--- src/rtl/mult_result_collector.sv ---
// Result collector for the lane-parallel multiplier array.
// Credit-gated issue, latency-matched tags, show-ahead result FIFO.
module mult_result_collector #(
  parameter int LANES      = 4,
  parameter int DATA_W     = 32,
  parameter int MULT_LAT   = 3,
  parameter int FIFO_DEPTH = 8
) (
  input  logic                               clk,
  input  logic                               rst_n,
  input  logic                               s_valid,
  output logic                               s_ready,
  input  logic [LANES*DATA_W-1:0]            s_opa,
  input  logic [LANES*DATA_W-1:0]            s_opb,
  output logic [LANES*DATA_W-1:0]            mult_opa,
  output logic [LANES*DATA_W-1:0]            mult_opb,
  input  logic [LANES*DATA_W-1:0]            mult_out,
  output logic                               m_valid,
  input  logic                               m_ready,
  output logic [LANES*DATA_W-1:0]            m_data,
  output logic [$clog2(FIFO_DEPTH+1)-1:0]    inflight
);

  localparam int VW = LANES * DATA_W;
  localparam int AW = $clog2(FIFO_DEPTH);
  localparam int CW = $clog2(FIFO_DEPTH + 1);

  logic [CW-1:0]   credits;
  logic [CW-1:0]   count;
  logic [AW-1:0]   wr_ptr;
  logic [AW-1:0]   rd_ptr;
  logic [MULT_LAT:0] tag;
  logic [VW-1:0]   mem [FIFO_DEPTH];
  logic            accept;
  logic            pop;
  logic            wr;

  assign s_ready  = (credits != '0);
  assign m_valid  = (count != '0);
  assign accept   = s_valid & s_ready;
  assign pop      = m_valid & m_ready;
  assign wr       = tag[MULT_LAT];
  assign inflight = CW'(FIFO_DEPTH) - credits;
  // Empty FIFO shows zero so stale entries never leak out
  assign m_data   = m_valid ? mem[rd_ptr] : '0;

  always_ff @(posedge clk or negedge rst_n) begin
    if (!rst_n) begin
      credits <= CW'(FIFO_DEPTH);
    end else if (accept && !pop) begin
      credits <= credits - 1'b1;
    end else if (pop && !accept) begin
      credits <= credits + 1'b1;
    end
  end

  always_ff @(posedge clk or negedge rst_n) begin
    if (!rst_n) begin
      mult_opa <= '0;
      mult_opb <= '0;
    end else if (accept) begin
      mult_opa <= s_opa;
      mult_opb <= s_opb;
    end
  end

  always_ff @(posedge clk or negedge rst_n) begin
    if (!rst_n) begin
      tag <= '0;
    end else begin
      tag <= {tag[MULT_LAT-1:0], accept};
    end
  end

  always_ff @(posedge clk or negedge rst_n) begin
    if (!rst_n) begin
      wr_ptr <= '0;
      rd_ptr <= '0;
      count  <= '0;
    end else begin
      if (wr) wr_ptr <= wr_ptr + 1'b1;
      if (pop) rd_ptr <= rd_ptr + 1'b1;
      if (wr && !pop) begin
        count <= count + 1'b1;
      end else if (pop && !wr) begin
        count <= count - 1'b1;
      end
    end
  end

  always_ff @(posedge clk) begin
    if (wr) mem[wr_ptr] <= mult_out;
  end

endmodule

--- config.mk ---
export PLATFORM = sky130hd
export DESIGN_NAME = mult_result_collector
export DESIGN_NICKNAME = d
export VERILOG_FILES = /design/src/rtl/mult_result_collector.sv
export SDC_FILE = /design/constraint.sdc
export NUM_CORES = 2
export LEC_CHECK = 0
export ABC_AREA = 1
export CORE_ASPECT_RATIO = 0.5
export CORE_UTILIZATION = 35
export CTS_CLUSTER_DIAMETER = 50
export DETAILED_ROUTE_END_ITERATION = 8
export MAX_ROUTING_LAYER = met4
export PLACE_DENSITY = 0.57
export RECOVER_POWER = 50
export SYNTH_ARGS = -nofsm -noshare
export SYNTH_HDL_FRONTEND = slang
export SYNTH_SLANG_ARGS = --single-unit
--- constraint.sdc ---
create_clock -name clk -period 7.4 [get_ports clk]
set_input_delay 1.48 -clock clk [delete_from_list [all_inputs] [get_ports clk]]
set_output_delay 1.48 -clock clk [all_outputs]
set_load 0.02 [all_outputs]
# Word-level counts from Yosys, hierarchy flattened

Memory sizes are Yosys's and may differ from the RTL's.
Index checks and enable logic that the tools add are counted.
Widths: inputs -> output; s select.

Register bits: 274
Memory bits (writable): 1024
Input bits: 388
Memories kept: 1

Memories:

| name | depth | width | read ports | clocked after Yosys merged registers in | wr ports | RTL line | text |
|---|---|---|---|---|---|---|---|
| mem  | 8     | 128   | 1          | 0                                       | 1        | 33       | `logic [VW-1:0] mem [FIFO_DEPTH];` |

$add $sub $neg: 7
Multiplexer cells: 7
Bitwise gates (word level): 2
Reduce and logical (&&, ||, !) cells: 11

Operator list:

| operator            | number |
|---|---|
| $mux 128            | 1 |
| $mux 4              | 4 |
| $add 4x1->4 const B | 2 |
| $reduce_bool 4->1   | 2 |
| $sub 4x1->4 const B | 2 |
| $add 3x1->3 const B | 2 |
| $logic_and 1x1->1   | 4 |
| $reduce_bool 2->1   | 2 |
| $sub 4x4->4 const A | 1 |
| $logic_not 1->1     | 3 |
| $and 1x1->1         | 2 |
| $mux 1              | 2 |

# Longest topological paths before layout

Depth in word-level cells: 6
Mapped depth: 15
Mapped depth without buffers: 14

# Worst setup path after synthesis

OpenSTA, ideal clock, no wires.

Path type: register to register
Start: reg tag[3]
End: mem mem[0][0] (netlist bit) (enable)
Library setup time: 0.617 ns
Data arrival time: 6.089 ns
Path slack: 0.694 ns
Cell stages (with the launch flop): 4
Cell sequence: dfrtp_1 -> inv_1 -> or2_2 -> nor2_1

Longest elaborated chain between the ends: 2

Ends and longest elaborated chain:

| what                         | RTL line | text |
|---|---|---|
| from (decl)                  | 32       | `logic [MULT_LAT:0] tag;` |
| from (signal assigned)       | 71       | `tag <= {tag[MULT_LAT-1:0], accept};` |
| $mux 1                       | 92       | `if (wr) mem[wr_ptr] <= mult_out;` |
| $mux 1 (not written as such) | 92       |  |
| to (decl)                    | 33       |  |

Every way passes these cells.

# Final worst setup path

Start: reg rd_ptr[1]
End: out m_data[69]

Longest elaborated chain between the ends: 2

Ends and longest elaborated chain:

| what                   | RTL line | text |
|---|---|---|
| from (decl)            | 31       | `logic [AW-1:0] rd_ptr;` |
| from (signal assigned) | 82       | `if (pop) rd_ptr <= rd_ptr + 1'b1;` |
| $mem_v2 8x128          | -        |  |
| $mux 128               | 45       | `assign m_data = m_valid ? mem[rd_ptr] : '0;` |
| to (decl)              | 20       | `output logic [LANES*DATA_W-1:0] m_data,` |

Every way passes these cells.

==> out/metrics.yaml <==
outcome:
  status: "complete, but fails checks"
  violations: "max-capacitance violations, max-slew violations"
logic_synthesis:
  async_reset_ff_share_pct: 21.11
  ys_seq_elements: 1298
  avgSynthCellArea_um2: 11.94
  yosysWarnings: 0
  synth-seq-area-share_pct: 74.49
  synth_top_area_share_pct: 60.91
  syn-num-nets: 4627
  syn_area_mm2: 0.05049
  yosys_most_used_dff: "edfxtp_1"
  ys_types: 28
  synth_top_area_cell: "edfxtp_1"
  synthCells: 4229
  synth_area_leaders: "edfxtp_1 61%, dfrtp_1 14%, nand2_1 6.9%"
  synth-edff-count: 1024
global_route:
  antenna_found_initial: 57
  use_met3_pct: 3.134
  grt_util_all_layers_pct: 19.61
  grt_pass1_wl_mm: 212.2
  grt_max_degree: 168
  use_met2_pct: 32.50
  use_met1_pct: 23.88
  overflow: 0
  busiest_layer: "met2"
  grt_pass1_vias: 33600
timing:
  worst_hold_slack_ns: 0.3487
  finalHoldViolCount: 0
  min_period_ns: 5.700
  tightest_slew_ns: 3.527
  rsz0062_at_grt: "no"
  fmax_mhz: 175.4
  fin_crit_sh_pct: 77.03
  drv_slew: 508
  setup_viol_count_final: 0
  relSlewSlack_pct: -135.1
  tns_ns: 0
  fin_skew_ns: 0.04746
cells_and_area:
  syn_to_final_growth_pct: 26.78
  fin_nets: 5300
  drive_gt1_share_pct: 4.698
  fillCellCount: 12990
  fin_area_mm2: 0.06401
  finish.utilization_pct: 44.77
  multi_input_area_mm2: 0.01158
  register_area_mm2: 0.03762
  final_cell_mix: "1,024 x edfxtp_1, 927 x nand2_1, 907 x nor2_1, 648 x clkdlybuf4s50_1, 472 x o21ai_0"
  final_common_cell: "edfxtp_1"
clock_network:
  cts.sinks: 1298
  h-tree-depth: 3
  cts_tree: "built"
  cts_root_buf: "clkbuf_16"
  clockBufferDepth: 3
  ctsHoldBuffers: 0
  clk-insertion-delay-late_ns: 0.73
  path_clk_slew_ns: 0.06
  cts_resized: 0
  cts_buffers: 120
  cts_setup_buffers: 0
floorplanning:
  row_count: 98
  die_x_um: 539.1
  dieHeight_um: 270.6
  ios: 778
  initial_core_util_pct: 35.31
  dieArea_mm2: 0.1459
  core_area_mm2: 0.1430
route:
  remaining_drc_errors: 0
  dr.pass1.iters: 7
  wire_per_inst_um: 20.48
  routed_wl_mm: 142.0
  vias: 34360
  ant_nets: 0
  via_per_inst: 4.953
  first_iter_violations: 2473
pwr:
  leakagePower_nw: 23.62
  cellPowerDensity_mw_per_mm2: 421.6
  ir_drop_mv: 0.3741
worst_setup_path:
  worstSetupStartpointType: "flip-flop"
  required_ns: 5.92
  cp_max_fo: 83
  crit_arrival_ns: 4.22
  setup.worst_path.end_class: "primary output"
  path_class: "flip-flop to primary output"
  rr_worst_depth: 5
run:
  cap_violations: 13
worst_hold_path:
  whs_path_depth: 0
  hold_path.class: "flip-flop to flip-flop"
placement:
  port_buffers: 777
  postPlaceCellArea_mm2: 0.05994
  gp_congestion: 0.8775
  dpl.hpwl_mm: 81.73
-- through the flow --
step / total power [mW] / instances / worst slack (ns)
floorplan: 16.19 / 4229 / 0.6943
global placement: 20.79 / 6680 / 2.425
detailed placement: 20.94 / 6680 / 2.399
CTS: 27.35 / 6902 / 1.592
global route: 28.48 / 6934 / 1.392
finish: 26.99 / 6936 / 1.700
-- layer usage --
layer	part of all wire (%)	wire length, um
met1	42	59290
met2	50	71220
met3	4.5	6371
met4	3.6	5149
met5	0	0
-- final cells by class --
| cell class | count | share of cell area [%] |
|---|---|---|
| multi-input combinational | 2644 | 18.10 |
| sequential | 1298 | 58.77 |
| antenna | 34 | 0.1329 |
| timing repair buffer | 821 | 12.82 |
| tap | 1900 | 3.714 |
| clock buffer | 143 | 5.002 |
| inverter | 17 | 0.1271 |
| clock inverter | 79 | 1.331 |
-- cells by family after synthesis --
kind of cell | after synthesis | share of synthesized area [%]
fa+ha+maj | 10 | 0.2627
xor+xnor | 11 | 0.1908
flops | 1298 | 74.49
simple gates | 1847 | 13.76
buf+inv | 287 | 2.654
compound gates | 776 | 8.644
-- final timing paths --
| check | start | end | slack, ns |
|---|---|---|---|
| worst max-delay path | rd_ptr[1] | m_data[69] | 1.70 |
| worst min-delay path | tag[0] | tag[1] | 0.35 |
| worst max register to register | tag[3] | mem[2][116] | 2.26 |
| worst min register to register | tag[0] | tag[1] | 0.35 |
| max in group asynchronous | rst_n | rd_ptr[2] | 3.25 |
| min in group asynchronous | rst_n | mult_opa[65] | 1.80 |
-- critical path, cell delays in order (launching register included) --
cell and delay [ns]:
dfrtp_4 1.03, buf_4 0.85, o21ai_0 0.20, o211ai_1 0.22, nand2_1 0.07, nor2_1 0.31, clkdlybuf4s50_1 0.68
-- power by group --
| part | switching (mW) | internal, mW | total, mW |
|---|---|---|---|
| registers | 0.613 | 9.27 | 9.89 |
| clock network | 2.82 | 3.53 | 6.36 |
| logic | 6.88 | 3.87 | 10.7 |
-- synthesized netlist by cell type (10+ instances only) --
master    count
o22ai_1     128
nor2_1      911
o21ai_1      46
buf_1        25
buf_6        10
buf_4        16
buf_2        83
edfxtp_1   1024
clkbuf_1    133
o21ai_0     472
dfrtp_1     273
inv_1        14
o211ai_1    128
nand2_1     929
-- flip-flops by register name, indices dropped and copies added (netlist names) --
register,cells
mem,1024
count,4
tag,4
mult_opa,128
wr_ptr,3
mult_opb,128
credits,4
rd_ptr,3
No activity file was read; power rests on OpenSTA's default activity.
